### config.mk
export PLATFORM = sky130hd
export DESIGN_NAME = ctrl_pipe_chain
export DESIGN_NICKNAME = d
export VERILOG_FILES = /design/src/rtl/ctrl_pipe_chain.sv
export SDC_FILE = /design/constraint.sdc
export NUM_CORES = 1
export LEC_CHECK = 0
export CORE_AREA = 2 2 92 94
export DETAILED_ROUTE_END_ITERATION = 12
export DIE_AREA = 0 0 94 96
export GPL_TIMING_DRIVEN = 0
export PLACE_DENSITY = 0.79
export SYNTH_ARGS = -nofsm -noshare
export SYNTH_HDL_FRONTEND = slang
export SYNTH_SLANG_ARGS = --single-unit
### constraint.sdc
create_clock -name Clk -period 3.51 [get_ports Clk]
set_input_delay 1.053 -clock Clk [delete_from_list [all_inputs] [get_ports Clk]]
set_output_delay 1.053 -clock Clk [all_outputs]
set_load 0.05 [all_outputs]
### src/rtl/ctrl_pipe_chain.sv
// Control-signal pipeline for the CPU: carries the decoded control bundle and destination tag
// through STAGES registered stages, inserts load-use bubbles and produces forwarding selects.
module ctrl_pipe_chain #(
    parameter int unsigned WIDTH  = 16,
    parameter int unsigned STAGES = 3,
    parameter int unsigned REG_W  = 4,
    parameter int unsigned CNT_W  = 16
) (
    input  logic                      Clk,
    input  logic                      R,
    input  logic                      hold,
    input  logic                      flush,
    input  logic                      id_valid,
    input  logic [WIDTH-1:0]          id_ctrl,
    input  logic [REG_W-1:0]          id_rd,
    input  logic                      id_rf_en,
    input  logic                      id_load,
    input  logic [REG_W-1:0]          id_rn,
    input  logic [REG_W-1:0]          id_rm,
    input  logic                      id_rn_use,
    input  logic                      id_rm_use,
    output logic [STAGES*WIDTH-1:0]   stage_ctrl,
    output logic [STAGES*REG_W-1:0]   stage_rd,
    output logic [STAGES-1:0]         stage_valid,
    output logic [STAGES-1:0]         stage_rf_en,
    output logic [STAGES-1:0]         stage_load,
    output logic                      stall,
    output logic [1:0]                fwd_a,
    output logic [1:0]                fwd_b,
    output logic [CNT_W-1:0]          stall_count
);

    logic [WIDTH-1:0]  ctrl_q [STAGES];
    logic [WIDTH-1:0]  ctrl_d [STAGES];
    logic [REG_W-1:0]  rd_q   [STAGES];
    logic [REG_W-1:0]  rd_d   [STAGES];
    logic [STAGES-1:0] valid_q, valid_d;
    logic [STAGES-1:0] rf_en_q, rf_en_d;
    logic [STAGES-1:0] load_q, load_d;
    logic [CNT_W-1:0]  cnt_q, cnt_d;

    logic [STAGES-1:0] live;
    logic              hazard;
    logic              take_id;

    assign live = valid_q & rf_en_q;

    assign hazard = live[0] & load_q[0] & id_valid &
                    ((id_rn_use & (id_rn == rd_q[0])) | (id_rm_use & (id_rm == rd_q[0])));
    assign stall   = hazard & ~flush & ~R;
    assign take_id = id_valid & ~flush & ~stall;

    always_comb begin
        ctrl_d  = ctrl_q;
        rd_d    = rd_q;
        valid_d = valid_q;
        rf_en_d = rf_en_q;
        load_d  = load_q;
        cnt_d   = cnt_q;
        if (!hold) begin
            // Older stages advance even while stalling, so the load leaves stage 0.
            for (int s = 1; s < STAGES; s++) begin
                ctrl_d[s]  = ctrl_q[s-1];
                rd_d[s]    = rd_q[s-1];
                valid_d[s] = valid_q[s-1];
                rf_en_d[s] = rf_en_q[s-1];
                load_d[s]  = load_q[s-1];
            end
            ctrl_d[0]  = take_id ? id_ctrl : '0;
            rd_d[0]    = take_id ? id_rd : '0;
            valid_d[0] = take_id;
            rf_en_d[0] = take_id & id_rf_en;
            load_d[0]  = take_id & id_load;
            if (stall && (cnt_q != {CNT_W{1'b1}})) begin
                cnt_d = cnt_q + CNT_W'(1);
            end
        end
    end

    always_ff @(posedge Clk) begin
        if (R) begin
            for (int s = 0; s < STAGES; s++) begin
                ctrl_q[s] <= '0;
                rd_q[s]   <= '0;
            end
            valid_q <= '0;
            rf_en_q <= '0;
            load_q  <= '0;
            cnt_q   <= '0;
        end else begin
            ctrl_q  <= ctrl_d;
            rd_q    <= rd_d;
            valid_q <= valid_d;
            rf_en_q <= rf_en_d;
            load_q  <= load_d;
            cnt_q   <= cnt_d;
        end
    end

    // Walk oldest to youngest so the youngest match overrides; a load in stage 0 selects the
    // register file because the stall covers it.
    always_comb begin
        fwd_a = 2'd0;
        fwd_b = 2'd0;
        for (int s = 2; s >= 0; s--) begin
            if (live[s] && id_rn_use && (id_rn == rd_q[s])) begin
                fwd_a = (s == 0 && load_q[0]) ? 2'd0 : 2'(s + 1);
            end
            if (live[s] && id_rm_use && (id_rm == rd_q[s])) begin
                fwd_b = (s == 0 && load_q[0]) ? 2'd0 : 2'(s + 1);
            end
        end
    end

    always_comb begin
        for (int s = 0; s < STAGES; s++) begin
            stage_ctrl[s*WIDTH +: WIDTH] = ctrl_q[s];
            stage_rd[s*REG_W +: REG_W]   = rd_q[s];
        end
        stage_valid = valid_q;
        stage_rf_en = rf_en_q;
        stage_load  = load_q;
        stall_count = cnt_q;
    end

endmodule

# Word-level counts from Yosys, hierarchy flattened
# Cells that the tools add are included.
# op_classes
n_bitwise	17
mux	9
n_reduce_logical	14
addsub	1
n_eq_ne	7
# ops
cell	count
$eq A4 B4 Y1	6
$add A16 B1 Y16 const B	1
$mux W16	1
$ne A16 B16 Y1 const B	1
$logic_and A1 B1 Y1	13
$mux W2	6
$and A1 B1 Y1	11
$mux W4	1
$not A1 Y1	4
$and A3 B3 Y3	1
$reduce_and A2 Y1	1
$mux W1	1
$or A1 B1 Y1	1
# word_totals
regBits	85

# Depth between registers and ports, before layout
# logic_depth
depth_word	9
depth_mapped	8

# Least setup slack after synthesis
# OpenSTA, ideal clock, no wires.
# synth_timing
kind	input to output
start	input id_rn[2]
end	output fwd_a[0]
path_buffers	0
slack_ns	-0.182
arrival_time_ns	2.639
path_stages	4
path_cell_list	xor2_1 or4_1 nand2b_1 mux2i_1
# synth_via
elab_chain_len	5
elab_cells_between_ends	9
classes_between	eq/ne: 3; mux: 3; reduce/logical: 3
# synth_rtl
item	line_no	rtl
start: declaration	18	input logic [REG_W-1:0] id_rn,
$eq A4 B4 Y1	106	if (live[s] && id_rn_use && (id_rn == rd_q[s])) begin
$logic_and A1 B1 Y1	106	
$mux W2 (2 in a row)	106	
$mux W2 *	106	
end: declaration	28	output logic [1:0] fwd_a,
# Every way passes the cells marked *; elsewhere a longest branch is shown, timed or not.

# Worst setup path after layout
# layout_timing
start	input id_rn[1]
end	output fwd_a[0]
# The elaborated chain is that of the path after synthesis.

==> flow_metrics.tcl <==
set metrics [dict create \
    avgRoutedWirePerCell_um 16.4 \
    setup_viol 1 \
    achievable-frequency_mhz 284 \
    slew_headroom 0.485 \
    numCtsBuffers 9 \
    avgSynthCellArea_um2 9.54 \
    maxCapViolCount 0 \
    synth_area_um2 3540 \
    syn_inst 371 \
    synth-xor-area-share 0.0619 \
    synth-warning-count 0 \
    powerDensity_nw_per_um2 373 \
    synth_top_area_cell "dfxtp_1" \
    finalClockSkew_ns 0.0109 \
    dp_slack_ns -0.987 \
    fin_nets 547 \
    clk_latency_ns 0.34 \
    viasPerCell 5.33 \
    synth_top_area_share 0.481 \
    grt_use_total 0.231 \
    drc 0 \
    first_pass_iters 4 \
    rsz0062_at_grt "true" \
    critPathCaptureType "primary output" \
    wirelength_um 10200 \
    fin_crit_ns 3.52 \
    cts.path.max_buffers 2 \
    fin_tns_setup_ns -0.00969 \
    path_clk_slew_ns 0.09 \
    placed_cells 600 \
    grt_max_degree 15 \
    final_antenna_net_count 0 \
    die_h_um 96 \
    place_hpwl_um 7450 \
    die_w_um 94 \
    num_rows 33 \
    crit_required_ns 2.46 \
    hp-class "flip-flop to flip-flop" \
    drive_gt1_frac 0.107 \
    grt-ovfl-total 0 \
    cts_num_sinks 85 \
    drv_slew 0 \
    worst-slew-pin-transition_ns 0.772 \
    cp_max_fo 3 \
    coreArea_um2 8050 \
    antenna_found_initial 0 \
    startpoint "id_rn[1]" \
    cp.arrival_ns 2.47 \
    instances_no_fill 619 \
    yosys.area_share.simple 0.177 \
    final-hold-violation-count 0 \
    synth_area_leaders "dfxtp_1, mux2i_1, nor2_1, xor2_1, a22oi_1" \
    num_antenna_cells 0 \
    grt_pass1_wl_um 16400 \
    initial_core_util 0.440 \
    vdd_drop_max_uv 258 \
    synthAdderAreaFrac 0.00353 \
    critPathKind "input port to primary output" \
    synth_seq_area_share 0.481 \
    outcome "finished, violations left" \
    yosysUniqueCellTypes 35 \
    port-buffer-count 124 \
    cts_tree "yes" \
    r2r-start "stage_rf_en[0]" \
    synth_compound_gate_area_share 0.0937 \
    vias 3301 \
    cellLeakagePower_nw 2.06 \
    worstSetupStartpointType "input port" \
    synth_top_family_by_area "simple AND/OR/NAND/NOR gates" \
    synthToLayoutAreaGrowth_pct 48.1 \
    worst_slack_ns -0.00969 \
    min_period_over_period 1.00 \
    design.die.area_um2 9020 \
    violations "setup timing" \
    drtIter0Drc 111 \
    syn_nets 409 \
    rrSetupSlack_ns 0.90 \
    htreeDepth 3 \
    io_pins 127 \
    root_buffer "clkbuf_8" \
    min_from "stage_ctrl[34]" \
    first_global_vias 3363 \
    synthMuxAreaShare 0.148 \
    place.gp.congestion 0.838 \
    synth-seq-cells 85 \
]
-- final cells by class --
type	count	area, µm²
Clock inverter	5	81.3
Multi-Input combinational cell	259	1810
Timing Repair Buffer	127	1260
Inverter	4	15.0
Clock buffer	11	141
Tap cell	105	131
Fill cell	686	2810
Sequential cell	85	1700
Buffer	23	109
-- critical path: stages --
cell and delay (ns):
clkdlybuf4s15_1 0.24, xor2_1 0.18, or4_4 0.50, nand2b_4 0.15, mux2i_2 0.16, buf_6 0.18
-- path summary, 6_finish.rpt --
| check | endpoint | depth (start not counted) |
|---|---|---|
| max | fwd_a[0] | 6 |
| min | stage_ctrl[34] | 2 |
| max reg2reg | stall_count[12] | 6 |
| min reg2reg | stage_ctrl[34] | 2 |
-- logic make-up after synthesis --
family / count (synthesis)
buffers and inverters: 27
DFF: 85
and+or+nand+nor: 132
xor gates and xnor gates: 25
muxes: 52
adders and majority gates: 1
AOI/OAI and AO/OA: 49
-- Yosys cell counts (all sizes together) --
master and number:
dfxtp 85, and2 1, nand3b 1, buf 8, mux2 3, nand3 6, mux2i 49, o31a 1
and4 1, or4b 2, o41ai 1, inv 4, nand2b 3, xnor2 6, o21a 2, nor4 2
nor2b 3, nor2 79, o31ai 2, nand2 5, a32oi 1, or4 6, o21ai 6, nor3 6
a22oi 22, a21oi 12, or3 8, xor2 19, clkbuf 15, ha 1, o21ba 2, nand4 9
-- where the power goes --
part	total (W)	internal, W	switching, W
Combinational	0.000202	0.0000853	0.000116
Sequential	0.000986	0.000974	0.0000119
Clock	0.000770	0.000422	0.000348
-- cells in the final DEF, fill, tap and decap left out, drive strengths merged, types with 4 or more instances in the layout --
cell type | netlist | routed
clkdlybuf4s50 | 0 | 107
or3 | 8 | 8
inv | 4 | 5
xor2 | 19 | 19
nand4 | 9 | 9
mux2i | 49 | 49
nor2 | 79 | 79
nand3 | 6 | 6
a21oi | 12 | 12
nand2 | 5 | 5
xnor2 | 6 | 6
dfxtp | 85 | 85
a22oi | 22 | 22
o21ai | 6 | 6
or4 | 6 | 6
nor3 | 6 | 6
clkbuf | 15 | 28
buf | 8 | 19
clkdlybuf4s15 | 0 | 4
-- metrics by stage --
step                utilization  power [W]  hold WS, ns  cell area (µm²)
floorplan                     -    0.00112        0.719             3550
global placement          0.612    0.00120        0.474             4930
detailed placement        0.612    0.00121        0.494             4930
CTS                       0.645    0.00197        0.512             5190
global route              0.651    0.00203        0.533             5240
finish                    0.651    0.00196        0.506             5240
-- what timing repair did --
action                                  in CTS  in global routing
pin swaps                                    3                  6
endpoints found under the setup margin       5                  5
resized for setup                           67                 17
hold buffers                                 0                  0
buffers inserted                             1                  2
cloned                                       0                  0
-- sequential cells by signal, indices dropped and copies added, names as in the netlist --
register     flops
stall_count     16
stage_ctrl      48
stage_rd        12
stage_valid      3
stage_load       3
stage_rf_en      3
-- metal layers --
metal / share of wire / GRT usage
met3: 0.069 / 0.0673
met5: 0 / 0
met4: 0.013 / 0.0713
met1: 0.41 / 0.270
met2: 0.51 / 0.408
(Power assumes the default switching activity.)
